<file path="src/rtl/key_rot_reg.sv">
// ============================================================================
// Module      : key_rot_reg
// Description : Key register with manual rotate ops and a fixed-length
//               auto-run of left rotations. Bit 0 of x/y is the MSB.
//               Optional macro KEY_ROT_RC_EN XORs (round+1) into the LSBs
//               of each auto-run step.
// Revision    : 1.0 - initial release
// ============================================================================
`default_nettype none

module key_rot_reg #(
    parameter int WIDTH  = 64,
    parameter int ROT_A  = 16,
    parameter int ROT_B  = 5,
    parameter int ROUNDS = 10,
    localparam int CW    = $clog2(ROUNDS + 1)
) (
    input  logic             clk,
    input  logic             rst,
    input  logic             en,
    input  logic             ld,
    input  logic [0:WIDTH-1] x,
    input  logic [1:0]       op,
    input  logic             start,
    output logic [0:WIDTH-1] y,
    output logic [CW-1:0]    round,
    output logic             busy,
    output logic             done
);

    typedef enum logic [1:0] {
        IDLE = 2'd0,
        RUN  = 2'd1,
        DONE = 2'd2
    } state_t;

    localparam int unsigned ROT_A_M = ROT_A % WIDTH;
    localparam int unsigned ROT_B_M = ROT_B % WIDTH;
    // A right rotate by n is a left rotate by WIDTH-n.
    localparam int unsigned ROT_R_M = (WIDTH - ROT_B_M) % WIDTH;

    localparam logic [CW-1:0] LAST_ROUND = CW'(ROUNDS - 1);

    state_t           state_q, state_d;
    logic [WIDTH-1:0] y_q, y_d;
    logic [CW-1:0]    round_q, round_d;
    logic             busy_q, busy_d;
    logic             done_q, done_d;
    logic [WIDTH-1:0] step_val;

    function automatic logic [WIDTH-1:0] rotl(input logic [WIDTH-1:0] v,
                                              input int unsigned n);
        if (n == 0)
            return v;
        return (v << n) | (v >> (WIDTH - n));
    endfunction

`ifdef KEY_ROT_RC_EN
    assign step_val = rotl(y_q, ROT_A_M) ^ {{(WIDTH-CW){1'b0}}, round_q + 1'b1};
`else
    assign step_val = rotl(y_q, ROT_A_M);
`endif

    always_ff @(posedge clk) begin
        if (rst) begin
            state_q <= IDLE;
            y_q     <= '0;
            round_q <= '0;
            busy_q  <= 1'b0;
            done_q  <= 1'b0;
        end else if (en) begin
            state_q <= state_d;
            y_q     <= y_d;
            round_q <= round_d;
            busy_q  <= busy_d;
            done_q  <= done_d;
        end
    end

    always_comb begin
        state_d = state_q;
        y_d     = y_q;
        round_d = round_q;
        busy_d  = busy_q;
        done_d  = done_q;

        if (ld) begin
            state_d = IDLE;
            y_d     = x;
            round_d = '0;
            busy_d  = 1'b0;
            done_d  = 1'b0;
        end else begin
            case (state_q)
                IDLE: begin
                    if (start) begin
                        state_d = RUN;
                        round_d = '0;
                        busy_d  = 1'b1;
                    end else begin
                        case (op)
                            2'b01:   y_d = rotl(y_q, ROT_A_M);
                            2'b10:   y_d = rotl(y_q, ROT_B_M);
                            2'b11:   y_d = rotl(y_q, ROT_R_M);
                            default: y_d = y_q;
                        endcase
                    end
                end
                RUN: begin
                    y_d     = step_val;
                    round_d = round_q + 1'b1;
                    if (round_q == LAST_ROUND) begin
                        state_d = DONE;
                        busy_d  = 1'b0;
                        done_d  = 1'b1;
                    end
                end
                DONE: begin
                    // round stays at ROUNDS unless a restart clears it.
                    done_d = 1'b0;
                    if (start) begin
                        state_d = RUN;
                        round_d = '0;
                        busy_d  = 1'b1;
                    end else begin
                        state_d = IDLE;
                    end
                end
                default: begin
                    state_d = IDLE;
                    busy_d  = 1'b0;
                    done_d  = 1'b0;
                end
            endcase
        end
    end

    assign y     = y_q;
    assign round = round_q;
    assign busy  = busy_q;
    assign done  = done_q;

endmodule

`default_nettype wire

</file>
<file path="config.mk">
export PLATFORM = sky130hd
export DESIGN_NAME = key_rot_reg
export DESIGN_NICKNAME = d
export VERILOG_FILES = /design/src/rtl/key_rot_reg.sv
export SDC_FILE = /design/constraint.sdc
export NUM_CORES = 1
export LEC_CHECK = 0
export CAP_MARGIN = 20
export CORE_AREA = 2 2 110 112
export CTS_BUF_LIST = sky130_fd_sc_hd__clkbuf_8 sky130_fd_sc_hd__clkbuf_16
export DETAILED_ROUTE_END_ITERATION = 10
export DIE_AREA = 0 0 112 114
export GPL_TIMING_DRIVEN = 0
export PLACE_DENSITY = 0.69
export REMOVE_ABC_BUFFERS = 1
export SYNTH_ARGS = -nofsm -noshare
export SYNTH_HDL_FRONTEND = slang
export SYNTH_SLANG_ARGS = --single-unit
</file>
<file path="constraint.sdc">
create_clock -name clk -period 2.6 [get_ports clk]
set_input_delay 0.26 -clock clk [delete_from_list [all_inputs] [get_ports clk]]
set_output_delay 0.26 -clock clk [all_outputs]
set_load 0.005 [all_outputs]
</file>
==> results.md <==
- Run status: completed
- Width of the die: 112 microns
- Root buffer selected by CTS: sky130_fd_sc_hd__clkbuf_16
- Ratio of total power to cell area: 519.9 nW/um^2
- Detailed Place HPWL: 9260 microns
- Starting DRC count in detailed routing: 251
- Kind of end point of the critical path: flop
- Flip-flop and latch count after synthesis: 72
- Transition time of the tightest slew-check pin: 0.7280 ns
- Chip Height: 114 microns
- Proportion of power drawn by combinational gates: 23.0%
- Sequential area share after synthesis: 31.94%
- Worst-case setup margin in the final layout: 0.3498 ns
- Count of vias placed by the detailed router: 4177
- Fraction of final layout cells with drive strength greater than 1: 14.64%
- Overall Power: 0.003256 W
- Sw power: 0.0008882 W
- Fraction of power spent switching nets: 27.28%
- Startpoint types: input port
- RSZ-0062 raised after global routing: false
- Initial antenna violation count: 0
- Critical path type: in2reg
- Final count of pins violating max slew: 0
- Placeable core region: 11710 sq um
- Total iterations of the first detailed-routing run: 5
- Row cnt: 40
- Setup violators final: 0
- CTS Buf Count: 9
- Number of input and output port buffers inserted: 140
- Number of gates given a new drive strength after cts: 0
- Fraction of power consumed by sequential logic: 39.8%
- Fillers: 1076
- Final Hold Viols: 0
- Upper clock frequency limit: 444.4 MHz
- Wire length of the first global-routing pass: 21680 microns
- Total of max-cap violations: 0
- Remaining design rule violation count: 0
- Worst min-delay path category: reg2reg
- Via count of the first global-routing pass: 4101
- Peak supply drop: 0.3588 mV
- Final setup skew: 0.006936 ns
- Via-per-instance ratio: 5.584
- Clock transition at the registers of the reported paths: 0.05 ns
- Starting utilization of the core area: 38.54%
- CTS Sinks: 72
- Aggregate global routing overflow: 0
- Count of antenna diodes in the layout: 0
- Total wirelength of the detailed-routed design: 13490 microns
- Detailed-route wire length per cell: 18.04 microns
- Total routing resource utilization after global routing: 20.77%
- Clock Latency Late Sink: 0.33 ns
- Count of yosys warnings during synthesis: 0
- Syn_area_per_cell: 9.363 sq um
- Number of antenna-violating nets in the routed design: 0
- Count of hold buffers inserted by post-cts repair: 0
- Top fanout value on the critical path: 33
- Internal power: 0.002368 W
- Number of distinct standard cells referenced by the synthesized netlist: 27
- Clock power share: 37.3%
- Largest net degree at the start of global routing: 53
- Die Footprint: 12770 sq um
- Buffers inserted during post-CTS setup optimization: 0
- I/O pins: 141
- Minimum clock period after layout: 2.250 ns
- Layout overhead on the synthesized area: 38.79%
- Clock buffer depth: 2
- Relative slew slack: 51.46%
- Net total in the final layout: 670
- Dpl ws: 0.01142 ns
- Count of H-tree levels built during CTS: 3
- Number of instances in the synthesized netlist: 482
- Final GP Congestion: 0.7924
- Crit share post-route: 86.54%
- TritonCTS clock tree: yes
- Data required time of the worst path: 2.87 ns
- Post-Syn Area: 4513 sq um
- Leakage power total: 3.014 nW
- Setup TNS: 0 ns
- Critical path arrival: 2.52 ns
[per-stage QoR]
step | instances | cell area, sq um | hold slack [ns] | utilization, %
floorplan | 438 | 4215 | 0.3291 | -
global placement | 725 | 5801 | 0.4899 | 49.53
detailed placement | 733 | 5974 | 0.5055 | 51.02
CTS | 748 | 6264 | 0.5271 | 53.48
global route | 748 | 6264 | 0.5519 | 53.48
finish | 748 | 6264 | 0.5277 | 53.48
[critical path: stages]
cell                      delay (ns)
sky130_fd_sc_hd__buf_4          0.45
sky130_fd_sc_hd__buf_12         0.32
sky130_fd_sc_hd__nor2_1         0.09
sky130_fd_sc_hd__o311a_4        0.33
sky130_fd_sc_hd__nor3_4         0.45
sky130_fd_sc_hd__buf_8          0.24
sky130_fd_sc_hd__buf_16         0.16
sky130_fd_sc_hd__a32o_2         0.17
[state kept, by name, indices dropped and copies added, names as in the netlist]
register / count
y: 64
state_q: 2
round: 4
done: 1
busy: 1
[kinds of logic (layout without fill, tap and decap cells)]
kind of cell	count (synthesis)	in the layout	share of synthesized area [%]
AO/OA/AOI/OAI	78	78	18.13
adder cells (fa/ha/maj)	2	2	0.5544
AND/OR/NAND/NOR	152	152	13.56
multiplexers	128	128	28.39
flip-flops	72	72	31.94
XOR/XNOR	3	3	0.5823
buffers and inverters	47	166	6.848
[power by group through the flow]
stage                     Combinational, W  Sequential, W  Clock [W]
after floorplan                   0.000345        0.00128          0
after global routing              0.000814        0.00131    0.00128
after CTS                         0.000751        0.00130    0.00124
final                             0.000748        0.00130    0.00121
after global placement            0.000750        0.00132          0
after detailed placement          0.000747        0.00132          0
[synth_stat cells]
| cell type | n | share of area, % |
|---|---|---|
| sky130_fd_sc_hd__inv_1 | 3 | 0.25 |
| sky130_fd_sc_hd__a211oi_1 | 2 | 0.33 |
| sky130_fd_sc_hd__nand3_2 | 1 | 0.22 |
| sky130_fd_sc_hd__buf_4 | 2 | 0.33 |
| sky130_fd_sc_hd__nand2_1 | 132 | 11 |
| sky130_fd_sc_hd__mux2i_1 | 128 | 28 |
| sky130_fd_sc_hd__a31oi_1 | 5 | 0.69 |
| sky130_fd_sc_hd__o311a_4 | 1 | 0.47 |
| sky130_fd_sc_hd__a32o_2 | 60 | 15 |
| sky130_fd_sc_hd__buf_6 | 13 | 3.2 |
| sky130_fd_sc_hd__o21ba_1 | 1 | 0.22 |
| sky130_fd_sc_hd__a21oi_1 | 4 | 0.44 |
| sky130_fd_sc_hd__xnor2_1 | 3 | 0.58 |
| sky130_fd_sc_hd__and3_1 | 1 | 0.14 |
| sky130_fd_sc_hd__nand2b_1 | 2 | 0.28 |
| sky130_fd_sc_hd__or3_1 | 1 | 0.14 |
| sky130_fd_sc_hd__nor3_4 | 1 | 0.36 |
| sky130_fd_sc_hd__o21ai_0 | 1 | 0.11 |
| sky130_fd_sc_hd__nor3_1 | 2 | 0.22 |
| sky130_fd_sc_hd__nand4_1 | 2 | 0.28 |
| sky130_fd_sc_hd__a32o_1 | 4 | 0.89 |
| sky130_fd_sc_hd__clkbuf_1 | 7 | 0.58 |
| sky130_fd_sc_hd__buf_2 | 22 | 2.4 |
| sky130_fd_sc_hd__ha_1 | 2 | 0.55 |
| sky130_fd_sc_hd__nor2_1 | 9 | 0.75 |
| sky130_fd_sc_hd__dfxtp_1 | 72 | 32 |
| sky130_fd_sc_hd__and3b_1 | 1 | 0.19 |
[cells in the final DEF, fill, tap and decap left out]
master                            count
sky130_fd_sc_hd__and3_2               1
sky130_fd_sc_hd__o21ai_0              1
sky130_fd_sc_hd__a32o_1               4
sky130_fd_sc_hd__dfxtp_1             72
sky130_fd_sc_hd__o311a_4              1
sky130_fd_sc_hd__clkinv_2             1
sky130_fd_sc_hd__buf_12               4
sky130_fd_sc_hd__clkbuf_16            9
sky130_fd_sc_hd__buf_8                1
sky130_fd_sc_hd__mux2i_1            128
sky130_fd_sc_hd__clkbuf_8             1
sky130_fd_sc_hd__a31oi_1              5
sky130_fd_sc_hd__inv_1                5
sky130_fd_sc_hd__nand2b_1             2
sky130_fd_sc_hd__a32o_2              60
sky130_fd_sc_hd__a21oi_1              4
sky130_fd_sc_hd__clkinvlp_4           1
sky130_fd_sc_hd__nand2_1            132
sky130_fd_sc_hd__nor3_4               1
sky130_fd_sc_hd__nand4_1              2
sky130_fd_sc_hd__xnor2_1              3
sky130_fd_sc_hd__bufinv_16            1
sky130_fd_sc_hd__buf_16               3
sky130_fd_sc_hd__or3_1                1
sky130_fd_sc_hd__nor2_1               9
sky130_fd_sc_hd__and3b_1              1
sky130_fd_sc_hd__nor3_1               2
sky130_fd_sc_hd__buf_4                2
sky130_fd_sc_hd__o21ba_2              1
sky130_fd_sc_hd__nand3_2              1
sky130_fd_sc_hd__ha_1                 2
sky130_fd_sc_hd__a211oi_1             2
sky130_fd_sc_hd__clkdlybuf4s50_1    138
[per-layer routing]
metal  global-route usage [%]  share of wire [%]
met3                    4.516                5.6
met2                    33.94                 47
met1                    27.86                 46
met4                    5.854                1.1
met5                        0                  0
[path summary, 6_finish.rpt]
check	to	slack (ns)	cells after the start	start
setup / recovery	y[52]	0.35	8	op[0]
hold / removal	state_q[1]	0.53	2	state_q[1]
setup reg to reg	y[35]	0.46	5	state_q[1]
hold reg to reg	state_q[1]	0.53	2	state_q[1]
[layout make-up]
class | count | area [sq um] | area share (%)
Multi-Input combinational cell | 363 | 2764 | 44.13
Sequential cell | 72 | 1441 | 23.01
Clock inverter | 5 | 50.05 | 0.7990
Timing Repair Buffer | 148 | 1574 | 25.13
Tap cell | 147 | 183.9 | 2.936
Inverter | 3 | 11.26 | 0.1798
Clock buffer | 10 | 239.0 | 3.815
Power figures use the tool's default switching activity.
